`config.mk`:
```
export PLATFORM = sky130hd
export DESIGN_NAME = apb_mem_slave
export DESIGN_NICKNAME = d
export VERILOG_FILES = /design/src/rtl/apb_mem_slave.sv
export SDC_FILE = /design/constraint.sdc
export NUM_CORES = 2
export LEC_CHECK = 0
export CAP_MARGIN = 20
export CORE_MARGIN = 1
export CORE_UTILIZATION = 45
export DETAILED_ROUTE_END_ITERATION = 6
export PLACE_DENSITY_LB_ADDON = 0.25
export SLEW_MARGIN = 20
export SYNTH_ARGS = -nofsm -noshare
export SYNTH_HDL_FRONTEND = slang
export SYNTH_SLANG_ARGS = --single-unit
```
`constraint.sdc`:
```
create_clock -name pclk -period 2.9 [get_ports pclk]
set_input_delay 0.29 -clock pclk [delete_from_list [all_inputs] [get_ports pclk]]
set_output_delay 0.29 -clock pclk [all_outputs]
set_load 0.1 [all_outputs]
```
`src/rtl/apb_mem_slave.sv`:
```
// APB completer backed by a word-addressed register memory.
// It inserts a fixed number of wait states per transfer and flags misaligned,
// out-of-range and read-only-violating accesses with pslverr.
module apb_mem_slave #(
    parameter int unsigned ADDR_WIDTH  = 32,
    parameter int unsigned DATA_WIDTH  = 32,
    parameter int unsigned MEM_DEPTH   = 64,
    parameter int unsigned WAIT_CYCLES = 1,
    parameter int unsigned RO_WORDS    = 4,
    parameter logic [31:0] ID_VALUE    = 32'hA5B0_0000
) (
    input  logic                  pclk,
    input  logic                  preset,
    input  logic                  pselx,
    input  logic                  penable,
    input  logic                  pwrite,
    input  logic [ADDR_WIDTH-1:0] paddr,
    input  logic [DATA_WIDTH-1:0] pwdata,
    output logic                  pready,
    output logic                  pslverr,
    output logic [DATA_WIDTH-1:0] prdata
);

    localparam int unsigned IDX_W  = ADDR_WIDTH - 2;
    localparam int unsigned CMP_W  = (IDX_W > 32) ? IDX_W : 32;
    localparam int unsigned MEM_AW = (MEM_DEPTH > 1) ? $clog2(MEM_DEPTH) : 1;
    localparam int unsigned CNT_W  = 4;

    typedef enum logic [1:0] {
        ST_IDLE,
        ST_WAIT,
        ST_RESP
    } state_e;

    state_e                  state_q, state_d;
    logic [CNT_W-1:0]        cnt_q, cnt_d;
    logic [ADDR_WIDTH-1:0]   addr_q, addr_d;
    logic                    write_q, write_d;
    logic [DATA_WIDTH-1:0]   wdata_q, wdata_d;
    logic                    pready_q, pready_d;
    logic                    pslverr_q, pslverr_d;
    logic [DATA_WIDTH-1:0]   prdata_q, prdata_d;
    logic [DATA_WIDTH-1:0]   mem_q [MEM_DEPTH];

    logic [ADDR_WIDTH-1:0]   chk_addr_c;
    logic                    chk_wr_c;
    logic [IDX_W-1:0]        chk_idx_c;
    logic [MEM_AW-1:0]       mem_idx_c;
    logic                    ro_c;
    logic                    err_c;
    logic [DATA_WIDTH-1:0]   rd_c;
    logic                    mem_we_c;

    // Response decode: in IDLE the live bus is decoded so a zero-wait transfer
    // can answer on its capture edge; afterwards only captured values are used.
    always_comb begin
        chk_addr_c = (state_q == ST_IDLE) ? paddr  : addr_q;
        chk_wr_c   = (state_q == ST_IDLE) ? pwrite : write_q;
        chk_idx_c  = chk_addr_c[ADDR_WIDTH-1:2];
        mem_idx_c  = MEM_AW'(chk_idx_c);
        ro_c       = CMP_W'(chk_idx_c) < CMP_W'(RO_WORDS);
        err_c      = (chk_addr_c[1:0] != 2'b00)
                   || (CMP_W'(chk_idx_c) >= CMP_W'(MEM_DEPTH))
                   || (chk_wr_c && ro_c);
        if (err_c || chk_wr_c) begin
            rd_c = '0;
        end else if (ro_c) begin
            rd_c = DATA_WIDTH'(ID_VALUE) + DATA_WIDTH'(chk_idx_c);
        end else begin
            rd_c = mem_q[mem_idx_c];
        end
    end

    // Next-state logic: capture, wait countdown, response hold, completion/abort.
    always_comb begin
        state_d   = state_q;
        cnt_d     = cnt_q;
        addr_d    = addr_q;
        write_d   = write_q;
        wdata_d   = wdata_q;
        pready_d  = pready_q;
        pslverr_d = pslverr_q;
        prdata_d  = prdata_q;
        mem_we_c  = 1'b0;
        case (state_q)
            ST_IDLE: begin
                if (pselx && !penable) begin
                    addr_d  = paddr;
                    write_d = pwrite;
                    wdata_d = pwdata;
                    if (WAIT_CYCLES == 0) begin
                        cnt_d     = '0;
                        pready_d  = 1'b1;
                        pslverr_d = err_c;
                        prdata_d  = rd_c;
                        state_d   = ST_RESP;
                    end else begin
                        cnt_d   = CNT_W'(WAIT_CYCLES);
                        state_d = ST_WAIT;
                    end
                end
            end
            ST_WAIT: begin
                if (!pselx) begin
                    cnt_d   = '0;
                    state_d = ST_IDLE;
                end else begin
                    cnt_d = cnt_q - CNT_W'(1);
                    if (cnt_q <= CNT_W'(1)) begin
                        pready_d  = 1'b1;
                        pslverr_d = err_c;
                        prdata_d  = rd_c;
                        state_d   = ST_RESP;
                    end
                end
            end
            ST_RESP: begin
                if (!pselx || penable) begin
                    // Completion commits a clean write; an abort drops it.
                    mem_we_c  = pselx && write_q && !pslverr_q;
                    pready_d  = 1'b0;
                    pslverr_d = 1'b0;
                    prdata_d  = '0;
                    state_d   = ST_IDLE;
                end
            end
            default: begin
                pready_d  = 1'b0;
                pslverr_d = 1'b0;
                prdata_d  = '0;
                state_d   = ST_IDLE;
            end
        endcase
    end

    // State, output and memory registers with synchronous reset.
    always_ff @(posedge pclk) begin
        if (preset) begin
            state_q   <= ST_IDLE;
            cnt_q     <= '0;
            addr_q    <= '0;
            write_q   <= 1'b0;
            wdata_q   <= '0;
            pready_q  <= 1'b0;
            pslverr_q <= 1'b0;
            prdata_q  <= '0;
            for (int i = 0; i < int'(MEM_DEPTH); i++) begin
                mem_q[i] <= '0;
            end
        end else begin
            state_q   <= state_d;
            cnt_q     <= cnt_d;
            addr_q    <= addr_d;
            write_q   <= write_d;
            wdata_q   <= wdata_d;
            pready_q  <= pready_d;
            pslverr_q <= pslverr_d;
            prdata_q  <= prdata_d;
            if (mem_we_c) begin
                mem_q[mem_idx_c] <= wdata_q;
            end
        end
    end

    assign pready  = pready_q;
    assign pslverr = pslverr_q;
    assign prdata  = prdata_q;

endmodule

```
-- After elaboration in Yosys (flattened, before gate mapping)
Memory sizes are Yosys's and may differ from the RTL's.
Cells that the tools add are included.
- add/sub/neg operators: 2
- $lt $le $gt $ge: 3
- eq/ne operators: 7
- mux-type cells: 33
- bitwise operators: 1
- reduce and logical (&&, ||, !) cells: 19
- operators with widths (operator ; number):
    $mux 32 ; 7
    $pmux 32 s3 ; 1
    $add 32x30->32 const A ; 1
    $reduce_or 32->1 ; 1
    $ge 30x7->1 const B ; 1
    $lt 30x3->1 const B ; 1
    $mux 1 ; 14
    $mux 2 ; 4
    $mux 4 ; 2
    $pmux 4 s2 ; 1
    $mux 6 ; 1
    $ne 2x2->1 const B ; 3
    $pmux 1 s3 ; 2
    $pmux 2 s3 ; 1
    $le 4x1->1 const B ; 1
    $logic_and 1x1->1 ; 4
    $logic_or 1x1->1 ; 4
    $reduce_and 2->1 ; 2
    $reduce_and 4->1 ; 1
    $reduce_bool 2->1 ; 2
    $sub 4x1->4 const B ; 1
    $logic_not 1->1 ; 3
    $ne 3x3->1 const B ; 1
    $reduce_and 3->1 ; 1
    5 further kinds ; 5
- flip-flop bits (word level): 105
- bits in writable memories: 2048
- input bits: 69
- logic and storage cells: 74
- memories: 1
- memory list (name ; words ; bits a word ; read ports ; clocked after Yosys merged registers in ; wr ports ; line ; RTL):
    mem_q ; 64 ; 32 ; 1 ; 0 ; 64 ; 43 ; logic [DATA_WIDTH-1:0] mem_q [MEM_DEPTH];

-- Depth between registers and ports, before layout
- word-level depth: 10
- gate-level depth with buffers: 14
- gate-level depth less buffers: 10

-- Worst setup path before layout
No wires, ideal clock.
- path kind: register to register
- start: reg state_q[0]
- end: mem mem_q[24][0], enable pin
- setup time: 375 ps
- data arrival time: 2450 ps
- data required time: 2525 ps
- slack: 76 ps
- cell stages (with the launch flop): 9
- path buffers: 3
- clock period less this slack: 2824 ps
- path through: dfxtp_1 buf_2 or3b_2 and2_4 or2_2 buf_2 buf_2 nor2_1 or2_2
- RTL lines (item ; line ; RTL):
    from (decl) ; 35 ; state_e state_q, state_d;
    from (signal assigned) ; 151 ; state_q <= state_d;
    to (decl) ; 43 ;

-- Worst setup path after layout
- start: reg state_q[1]
- end: reg prdata_q[28], in the netlist prdata[28]
- cells in the longest elaborated chain, start to end: 10
- elaborated cells between the ends (all ways): 24
- ends and longest elaborated chain (item ; line ; RTL):
    $logic_not 2->1 ; 57, 58, 85 ;
    $mux 32 ; 57 ; chk_addr_c = (state_q == ST_IDLE) ? paddr : addr_q;
    $ge 30x7->1, or another cell as far along ; 63 ; || (CMP_W'(chk_idx_c) >= CMP_W'(MEM_DEPTH))
    $logic_or 1x1->1 / $logic_and 1x1->1 (equally long branches) ; 63, 64 ;
    $logic_or 1x1->1 ; 64 ; || (chk_wr_c && ro_c);
    $logic_or 1x1->1 ; 65 ; if (err_c || chk_wr_c) begin
    $mux 32 ; 65 ;
    $mux 32 ; 109 ; if (cnt_q <= CNT_W'(1)) begin
    $mux 32 ; 104 ; if (!pselx) begin
    $pmux 32 s3 ; 85 ; case (state_q)
    to (signal assigned) ; 158 ; prdata_q <= prdata_d;
    to (decl) ; 42 ; logic [DATA_WIDTH-1:0] prdata_q, prdata_d;
Several ways; a longest one is shown, not always the timed one. The select of a mux whose other input is x is not followed.
A chain may end at the register's enable or synchronous reset.

==> impl_metrics.json <==
{
  "status": "finished with violations",
  "violations": "negative setup slack",
  "hold_depth": 3,
  "grt_pass1_wl_um": 528600,
  "netlist_area_mm2": 0.09690,
  "reg2reg_depth": 15,
  "place_hpwl_um": 249800,
  "die_w_um": 466.0,
  "worstMarginPinSlew_ns": 1.156,
  "grt_start_max_net_pins": 143,
  "clock-root-buffer": "clkbuf_16",
  "rows": 169,
  "cap_violations": 0,
  "yosysWarningCount": 0,
  "synth.distinct_cells": 85,
  "setup_tns_ns": -212.49,
  "drt-initial-drc-count": 12109,
  "vias": 74455,
  "firstDrtPassIters": 6,
  "wl_per_cell_um": 32.42,
  "cts_htree_levels": 4,
  "hold_path_class": "in -> reg",
  "power_density_mw_per_mm2": 591.1,
  "worstPathArrival_ns": 4.11,
  "period_minus_slack_ns": 3.277,
  "synth_edf_count": 2048,
  "fp.dieH_um": 466.0,
  "placed_area_mm2": 0.1096,
  "fin_area_mm2": 0.1240,
  "skew_ns": 0.05342,
  "grt_usage": 0.3447,
  "synth_ff_type": "edfxtp_1",
  "fin_nets": 9163,
  "drt-total-wl_um": 392600,
  "hold_viol": 0,
  "viasPerCell": 6.148,
  "crit_required_ns": 3.74,
  "cts_buffers": 219,
  "cts.sinks": 2153,
  "dp_slack_ns": -1.375,
  "irDropWorstVdd_uv": 616.9,
  "slew_viol_final": 0,
  "critPathMaxFanout": 6,
  "ctsLongestPathBuffers": 3,
  "grt_remaining_overflow": 0,
  "core-area_mm2": 0.2129,
  "drc_errors": 0,
  "endpoint_kind": "flip-flop",
  "syn_inst": 8141,
  "post-route-util": 0.5822,
  "fmax_ghz": 0.3052,
  "fin_crit_sh": 1.130,
  "cts_tree": "yes",
  "timing.final.ws_setup_ns": -0.3767,
  "syn2layout_area_growth_pct": 27.95,
  "setup_viol": 2413,
  "first_global_vias": 69292,
  "ys_async_sr_fraction": 0,
  "die-area_mm2": 0.2172,
  "layout-drive-gt1-share": 0.2310,
  "path_clk_slew_ns": 0.06,
  "path_class": "reg -> reg",
  "p_leak_nw": 46.78,
  "pin_count": 103,
  "synth.avg_cell_area_um2": 11.90,
  "place.gp.congestion": 1.024,
  "antenna_found_initial": 36,
  "cp-start-kind": "flip-flop",
  "clock_latency_ns": 0.91,
  "slew_headroom": 0.2293,
  "ant_nets": 0,
  "synth_nets": 8213,
  "rsz0062_at_grt": "true",
  "initial_core_util": 0.4551,
  "synth_seq_cells": 2153,
  "io_buffers": 102,
  "ys_seq_area_frac": 0.6564
}
==> metrics by stage <==
step	cells	power (mW)	hold WS [ns]
after floorplan	8141	38.94	0.4260
after global placement	11382	43.48	0.4408
after detailed placement	11382	43.56	0.4496
after CTS	11940	72.25	0.002420
after global routing	12103	74.59	0.03852
final	12110	73.29	0.04530
==> cell usage in the layout, fill, tap and decap left out, types with 23 or more instances in the layout <==
cell type	instances
a21oi_1	132
a31oi_1	134
a32oi_1	114
a32oi_2	23
and2_1	2043
buf_12	291
buf_16	24
buf_4	888
buf_6	96
buf_8	28
clkbuf_1	56
clkbuf_16	275
clkdlybuf4s50_1	67
clkinv_1	54
clkinv_2	28
dfxtp_1	71
dfxtp_2	30
dlygate4sd3_1	53
edfxtp_1	2048
mux2i_1	142
nand2_1	1195
nand3_1	332
nand4_1	31
nor2_1	92
nor2_2	47
nor2_4	39
o21ai_0	54
o221ai_1	26
o22ai_1	279
or2_2	36
or2_4	32
==> cell families (layout without fill, tap and decap cells) <==
family	after synthesis	in the layout	synth area share
muxes	165	165	0.01776
adders and majority gates	3	3	0.0003874
other	0	8	0
AOI/OAI and AO/OA	1002	1002	0.07014
and+or+nand+nor	4028	4028	0.2202
DFF	2153	2153	0.6564
buffers and inverters	790	1930	0.03517
==> what timing repair did <==
item,in CTS,in global routing
setup buffers,80,106
resized for setup,289,412
hold buffers,53,0
pin swaps,78,134
endpoints found under the hold margin,53,0
cloned,15,68
setup endpoints to repair,3818,3327
==> critical path: stages (launching register included) <==
cell and delay (ns):
dfxtp_4 0.36, buf_12 0.14, buf_12 0.13, or3b_4 0.43
nand2_8 0.11, buf_16 0.19, clkbuf_16 0.21, buf_12 0.13
clkbuf_16 0.15, nand2_1 0.08, nand3_1 0.09, nand4_1 0.27
o2bb2ai_1 0.23, buf_4 0.17, nor4_2 0.27, a22o_1 0.18
==> final cells by class <==
class                      count  area (µm²)
tap                         2821        3530
clock buffer                 293        5946
timing repair buffer        1510       17430
antenna                        8       20.02
sequential                  2153       63650
fill                       16629       88950
inverter                       9       33.78
multi-input combinational   5198       32180
clock inverter               118        1187
==> power by group <==
part           internal (mW)  total (mW)  switching [mW]
combinational           3.56        9.23            5.67
clock                   16.0        28.6            12.6
sequential              34.9        35.5           0.547
total                   54.5        73.3            18.8
==> registers in the layout, summed over array words and instances (netlist names) <==
signal and cells:
wdata_q 32, prdata 32, pslverr 1, cnt_q 4, addr_q 32, write_q 1
state_q 2, mem_q 2048, pready 1
==> metal layers <==
| metal | routed length (µm) | vias to the layer above | GRT usage |
|---|---|---|---|
| met5 | 96 | - | 0 |
| met4 | 26440 | 14 | 0.1917 |
| met3 | 55550 | 998 | 0.09372 |
| met2 | 168300 | 5379 | 0.5053 |
| met1 | 142200 | 37226 | 0.4633 |
| li1 | - | 30838 | - |
==> cell usage after synthesis, types with 44 or more instances <==
cell / count / area [µm²]
nor4_1: 44 / 275.3
edfxtp_1: 2048 / 61500
nand2_1: 1219 / 4576
a32oi_1: 137 / 1200
nand3_1: 350 / 1752
buf_2: 206 / 1031
o22ai_1: 293 / 1833
or2_2: 66 / 412.9
and2_1: 2052 / 12840
a31oi_1: 166 / 1039
mux2i_1: 152 / 1521
a21oi_1: 144 / 720.7
dfxtp_1: 105 / 2102
nor2_1: 172 / 645.6
o21ai_0: 77 / 385.4
clkbuf_1: 502 / 1884
==> path summary, 6_finish.rpt <==
check / slack [ns] / to / startpoint
worst min register to register: 0.46 / addr_q[5]$_SDFFE_PP0P_ / addr_q[5]$_SDFFE_PP0P_
worst min-delay path: 0.05 / addr_q[24]$_SDFFE_PP0P_ / paddr[24]
worst max register to register: -0.38 / prdata[28]$_SDFFE_PP0P_ / state_q[1]$_SDFFE_PP0P_
worst max-delay path: -0.38 / prdata[28]$_SDFFE_PP0P_ / state_q[1]$_SDFFE_PP0P_
(Power assumes the default switching activity.)
